### config.mk
export PLATFORM = sky130hd
export DESIGN_NAME = ex_muldiv_unit
export DESIGN_NICKNAME = d
export VERILOG_FILES = /design/src/rtl/ex_muldiv_unit.sv
export SDC_FILE = /design/constraint.sdc
export NUM_CORES = 1
export LEC_CHECK = 0
export CAP_MARGIN = 10
export CORE_AREA = 2 2 198 161
export CTS_CLUSTER_DIAMETER = 40
export DETAILED_ROUTE_END_ITERATION = 6
export DIE_AREA = 0 0 200 163
export PLACE_DENSITY = 0.77
export REMOVE_ABC_BUFFERS = 1
export SLEW_MARGIN = 15
export SYNTH_ARGS = -nofsm -noshare
export SYNTH_HDL_FRONTEND = slang
export SYNTH_SLANG_ARGS = --single-unit
### constraint.sdc
create_clock -name Clk -period 3.4 [get_ports Clk]
set_input_delay 0.68 -clock Clk [delete_from_list [all_inputs] [get_ports Clk]]
set_output_delay 0.68 -clock Clk [all_outputs]
set_load 0.02 [all_outputs]
### src/rtl/ex_muldiv_unit.sv
// rtl/ex_muldiv_unit.sv - iterative EX-stage multiply/divide unit (MULT, MULTU, DIV, DIVU)
//
// Purpose : computes 2*DATA_W-bit products and DATA_W-bit quotient/remainder into
//           HI/LO. Multiply uses a radix-2 shift-add, divide a restoring shift-subtract,
//           DATA_W steps in CALC, then a sign fix-up and result register in FIX.
// Option  : MULDIV_FAST_MULT_EN - when defined, MULT/MULTU skip CALC and FIX uses a
//           single-cycle combinational multiplier; divides are unaffected.
// Ports   : Clk, Reset (async, active-low)
//           Start, Op[1:0] (00 MULT, 01 MULTU, 10 DIV, 11 DIVU), Op_A, Op_B, Flush
//           Busy (CALC/FIX), Done (one-cycle pulse), HI_Out, LO_Out, HI_WE, LO_WE,
//           Div_By_Zero (with Done, divide by zero)
module ex_muldiv_unit #(
   parameter int DATA_W = 32
) (
   input  logic              Clk,
   input  logic              Reset,
   input  logic              Start,
   input  logic [1:0]        Op,
   input  logic [DATA_W-1:0] Op_A,
   input  logic [DATA_W-1:0] Op_B,
   input  logic              Flush,
   output logic              Busy,
   output logic              Done,
   output logic [DATA_W-1:0] HI_Out,
   output logic [DATA_W-1:0] LO_Out,
   output logic              HI_WE,
   output logic              LO_WE,
   output logic              Div_By_Zero
);

   localparam int CNT_W = (DATA_W > 1) ? $clog2(DATA_W) : 1;
   localparam logic [CNT_W-1:0] CNT_LAST = CNT_W'(DATA_W - 1);

   typedef enum logic [1:0] {S_IDLE, S_CALC, S_FIX, S_DONE} state_t;

   state_t state, state_nxt;

   logic [1:0]          op_q;
   logic                sign_a, sign_b;
   logic [DATA_W-1:0]   a_raw;      // dividend as issued, returned in HI on divide by zero
   logic [DATA_W-1:0]   b_mag;      // |multiplicand| or |divisor|
   logic [2*DATA_W-1:0] acc;        // {hi, lo}: product accumulator or {remainder, quotient}
   logic [CNT_W-1:0]    cnt;
   logic                dz_q;

   logic                is_div, is_signed;
   logic                in_signed, sa_in, sb_in;
   logic [DATA_W-1:0]   a_mag_in, b_mag_in;
   logic                launch;
   state_t              start_state;

   logic [DATA_W:0]     mul_sum;
   logic [2*DATA_W-1:0] mul_next;
   logic [DATA_W:0]     rem_sh, rem_diff;
   logic                rem_ge;
   logic [2*DATA_W-1:0] div_next;

   logic [2*DATA_W-1:0] prod_src, prod_fix;
   logic [DATA_W-1:0]   quo_fix, rem_fix;
   logic                div_zero;
   logic [DATA_W-1:0]   hi_res, lo_res;

   assign is_div    = op_q[1];
   assign is_signed = ~op_q[0];

   // Operand conditioning at launch: signed ops work on magnitudes.
   assign in_signed = ~Op[0];
   assign sa_in     = in_signed & Op_A[DATA_W-1];
   assign sb_in     = in_signed & Op_B[DATA_W-1];
   assign a_mag_in  = sa_in ? -Op_A : Op_A;
   assign b_mag_in  = sb_in ? -Op_B : Op_B;

   assign launch = Start && !Flush && ((state == S_IDLE) || (state == S_DONE));

`ifdef MULDIV_FAST_MULT_EN
   assign start_state = Op[1] ? S_CALC : S_FIX;
`else
   assign start_state = S_CALC;
`endif

   // Shift-add step: add multiplicand into the upper half when the current
   // multiplier bit (acc[0]) is set, then shift the whole accumulator right.
   // The extra sum bit keeps the carry out of the upper half.
   always_comb begin
      mul_sum  = {1'b0, acc[2*DATA_W-1:DATA_W]} + (acc[0] ? {1'b0, b_mag} : '0);
      mul_next = {mul_sum, acc[DATA_W-1:1]};
   end

   // Restoring divide step: shift next dividend bit into the partial remainder,
   // trial-subtract the divisor, keep the difference only if it did not borrow.
   always_comb begin
      rem_sh   = {acc[2*DATA_W-1:DATA_W], acc[DATA_W-1]};
      rem_diff = rem_sh - {1'b0, b_mag};
      rem_ge   = ~rem_diff[DATA_W];
      div_next = {(rem_ge ? rem_diff[DATA_W-1:0] : rem_sh[DATA_W-1:0]),
                  acc[DATA_W-2:0], rem_ge};
   end

`ifdef MULDIV_FAST_MULT_EN
   assign prod_src = is_div ? acc
                            : ({{DATA_W{1'b0}}, b_mag} * {{DATA_W{1'b0}}, acc[DATA_W-1:0]});
`else
   assign prod_src = acc;
`endif

   // Sign fix-up and result selection used in FIX.
   always_comb begin
      prod_fix = (is_signed && (sign_a ^ sign_b)) ? -prod_src : prod_src;
      quo_fix  = (is_signed && (sign_a ^ sign_b)) ? -acc[DATA_W-1:0] : acc[DATA_W-1:0];
      rem_fix  = (is_signed && sign_a) ? -acc[2*DATA_W-1:DATA_W] : acc[2*DATA_W-1:DATA_W];
      div_zero = is_div && (b_mag == '0);
      hi_res   = prod_fix[2*DATA_W-1:DATA_W];
      lo_res   = prod_fix[DATA_W-1:0];
      if (is_div) begin
         if (div_zero) begin
            hi_res = a_raw;
            lo_res = '1;
         end else begin
            hi_res = rem_fix;
            lo_res = quo_fix;
         end
      end
   end

   always_ff @(posedge Clk or negedge Reset) begin
      if (!Reset) state <= S_IDLE;
      else        state <= state_nxt;
   end

   always_comb begin
      state_nxt = state;
      unique case (state)
         S_IDLE, S_DONE: state_nxt = Start ? start_state : S_IDLE;
         S_CALC:         if (cnt == CNT_LAST) state_nxt = S_FIX;
         S_FIX:          state_nxt = S_DONE;
         default:        state_nxt = S_IDLE;
      endcase
      // Flush dominates everything, including a same-edge Start.
      if (Flush) state_nxt = S_IDLE;
   end

   always_ff @(posedge Clk or negedge Reset) begin
      if (!Reset) begin
         op_q   <= '0;
         sign_a <= 1'b0;
         sign_b <= 1'b0;
         a_raw  <= '0;
         b_mag  <= '0;
         acc    <= '0;
         cnt    <= '0;
         dz_q   <= 1'b0;
         HI_Out <= '0;
         LO_Out <= '0;
      end else begin
         unique case (state)
            S_IDLE, S_DONE: begin
               if (launch) begin
                  op_q   <= Op;
                  sign_a <= sa_in;
                  sign_b <= sb_in;
                  a_raw  <= Op_A;
                  b_mag  <= b_mag_in;
                  acc    <= {{DATA_W{1'b0}}, a_mag_in};
                  cnt    <= '0;
               end
            end
            S_CALC: begin
               if (!Flush) begin
                  acc <= is_div ? div_next : mul_next;
                  cnt <= cnt + 1'b1;
               end
            end
            S_FIX: begin
               if (!Flush) begin
                  HI_Out <= hi_res;
                  LO_Out <= lo_res;
                  dz_q   <= div_zero;
               end
            end
            default: ;
         endcase
      end
   end

   assign Busy        = (state == S_CALC) || (state == S_FIX);
   assign Done        = (state == S_DONE);
   assign HI_WE       = Done;
   assign LO_WE       = Done;
   assign Div_By_Zero = Done & dz_q;

endmodule

==> flow_metrics.tcl <==
set metrics [dict create \
    power_density_mw_per_mm2 1140 \
    timing.rr.start "acc[25]$_DFFE_PN0P_" \
    design_area_mm2 0.0206 \
    fp.dieW_um 200 \
    gp_congestion 0.984 \
    row_count 58 \
    reg2regPathDepth 8 \
    place_ws_ps -70.4 \
    fmax_ghz 0.304 \
    start_util 0.529 \
    yosysMostFrequentCell "nand2_1" \
    end_kind "register" \
    finalSetupViolCount 0 \
    path_class "register to register" \
    drt-initial-drc-count 1887 \
    grt_pass1_vias 15900 \
    hp-class "input pin to async pin" \
    synth_ff_type "dfrtp_1" \
    cts_root_buffer "clkbuf_16" \
    syn-instance-count 2024 \
    synth-edff-count 0 \
    worst_slew_pin_slew_ps 839 \
    skew_ps 22.4 \
    clockBufferDepth 3 \
    grt_overflow 0 \
    period_share 0.967 \
    drive_above_1_share 0.141 \
    yosys.area.top_type "dfrtp_1" \
    cts_sinks 204 \
    vias 16900 \
    die-area_mm2 0.0326 \
    synth-async-reset-ratio 1.00 \
    synth_area_mm2 0.0163 \
    layout_setup_ws_ps 111 \
    status "finished, final reports clean" \
    synthSimpleGateAreaFrac 0.186 \
    grt_setup_unrepaired "yes" \
    ir_drop_uv 656 \
    syn2layout_area_growth_pct 26.4 \
    yosysTopAreaCellShare 0.313 \
    port_buffers 138 \
    grt_pass1_wl_mm 87.2 \
    cts.clk_slew.worst_paths_ps 50 \
    yosys_register_bits 204 \
    hold_viol 0 \
    io_pins 139 \
    synth_fa_ha_area_frac 0.0584 \
    p_leak_nw 9.19 \
    synth_compound_area_frac 0.232 \
    cp.arrival_ps 3700 \
    drv_slew 0 \
    post_drt_via_cell_ratio 6.27 \
    antenna_found_initial 2 \
    synth_cell_types 73 \
    core-area_mm2 0.0308 \
    finalCriticalPeriod_ps 3290 \
    path_max_fanout 5 \
    muxShareOfSynthArea 0.0628 \
    insertion_delay_ps 540 \
    ctsHoldBuffers 0 \
    cts_tree "yes" \
    drc_errors 0 \
    timing.hold.ws_ps 198 \
    netlist_top_cells_area "dfrtp_1 31%, o21ai_0 6.7%, ha_1 5.6%" \
    required_ps 3810 \
    crit_start "acc[25]$_DFFE_PN0P_" \
    synth_xor_area_frac 0.101 \
    first_pass_iters 6 \
    place_hpwl_mm 41.1 \
    grt_start_max_net_pins 92 \
    yosysWarnings 0 \
    start_kind "register" \
    finalCoreUtilization 0.669 \
    slew_headroom 0.441 \
    synth.avg_cell_area_um2 8.06 \
    cap_violations 0 \
    wire_per_inst_um 20.6 \
    grt_usage 0.342 \
    dpl_cell_area_mm2 0.0192 \
    yosys-top-cells-count "236 x nand2_1, 217 x o21ai_0, 204 x dfrtp_1" \
    ant_nets 0 \
    die_h_um 163 \
    synth_top_family_by_area "compound AO/OA/AOI/OAI gates" \
    yosysSeqAreaShare 0.313 \
    cts.htree.levels 2 \
    nets 2393 \
    finalWirelength_mm 55.4 \
    cts_buffers 39 \
]
## what timing repair did
item	CTS	global route
gates resized for setup	0	15
endpoints found under the hold margin	0	0
buffers inserted	0	0
endpoints found under the setup margin	0	24
## cell usage in the layout (no fill, tap or decap), types with 43 or more instances in the layout
cell / n
nand2_1: 235
o21ai_0: 215
dfrtp_1: 202
buf_4: 178
nor2_1: 151
a21oi_1: 143
clkdlybuf4s50_1: 137
xor2_1: 100
xnor2_1: 86
ha_1: 72
inv_1: 63
mux2i_1: 63
nor3_1: 43
## critical path: stages (launching register included)
cell       delay [ps]
dfrtp_1           420
or4_4             580
or4_4             540
or4_4             620
o31ai_2           300
xor2_1            190
nor2_1             80
a2111oi_2         360
nor2_1             70
## registers in the layout (all words and copies together), names as in the netlist, 2 cells and up
signal and flops:
HI_Out 32, cnt 5, a_raw 32, op_q 2, state 2, LO_Out 32
b_mag 32, acc 64
## stage by stage
step / TNS, ps / instances / power, mW
after CTS: 0 / 2697 / 23.1
after global routing: -73.3 / 2697 / 25.1
final: 0 / 2698 / 23.6
after floorplan: -112650 / 1884 / 13.5
after global placement: -29.2 / 2627 / 18.6
after detailed placement: -162 / 2627 / 18.9
## layer usage
metal  track usage  vias to the layer above  share of wire
met4         0.114                        2          0.029
li1              -                     7748              -
met1         0.497                     8112           0.44
met3        0.0739                      135           0.10
met5             0                        -        0.00023
met2         0.502                      906           0.43
## logic make-up after synthesis
| group | after synthesis |
|---|---|
| compound gates | 614 |
| xor+xnor | 188 |
| fa+ha+maj | 75 |
| buf+inv | 203 |
| flops | 204 |
| mux | 98 |
| simple gates | 642 |
## power breakdown
group          internal (mW)  switching [mW]  total (mW)
Combinational           6.24            8.78        15.0
Sequential              3.54           0.995        4.54
Clock                   2.69            1.37        4.06
## worst paths after layout
path	end	slack [ps]
max	HI_Out[31]$_DFFE_PN0P_	110
min	LO_Out[6]$_DFFE_PN0P_	200
min in group Clk	HI_Out[8]$_DFFE_PN0P_	470
min reg2reg	HI_Out[8]$_DFFE_PN0P_	470
max in group asynchronous	acc[46]$_DFFE_PN0P_	2280
max reg2reg	HI_Out[31]$_DFFE_PN0P_	110
## area by class of cell
| cell class | count | area [µm²] |
|---|---|---|
| tap | 420 | 526 |
| sequential | 204 | 5110 |
| antenna | 1 | 2.50 |
| inverter | 63 | 236 |
| timing repair buffer | 323 | 2860 |
| multi-input combinational | 1617 | 10500 |
| clock inverter | 22 | 320 |
| clock buffer | 48 | 1030 |
| fill | 2544 | 10200 |
Power figures use the tool's default switching activity.
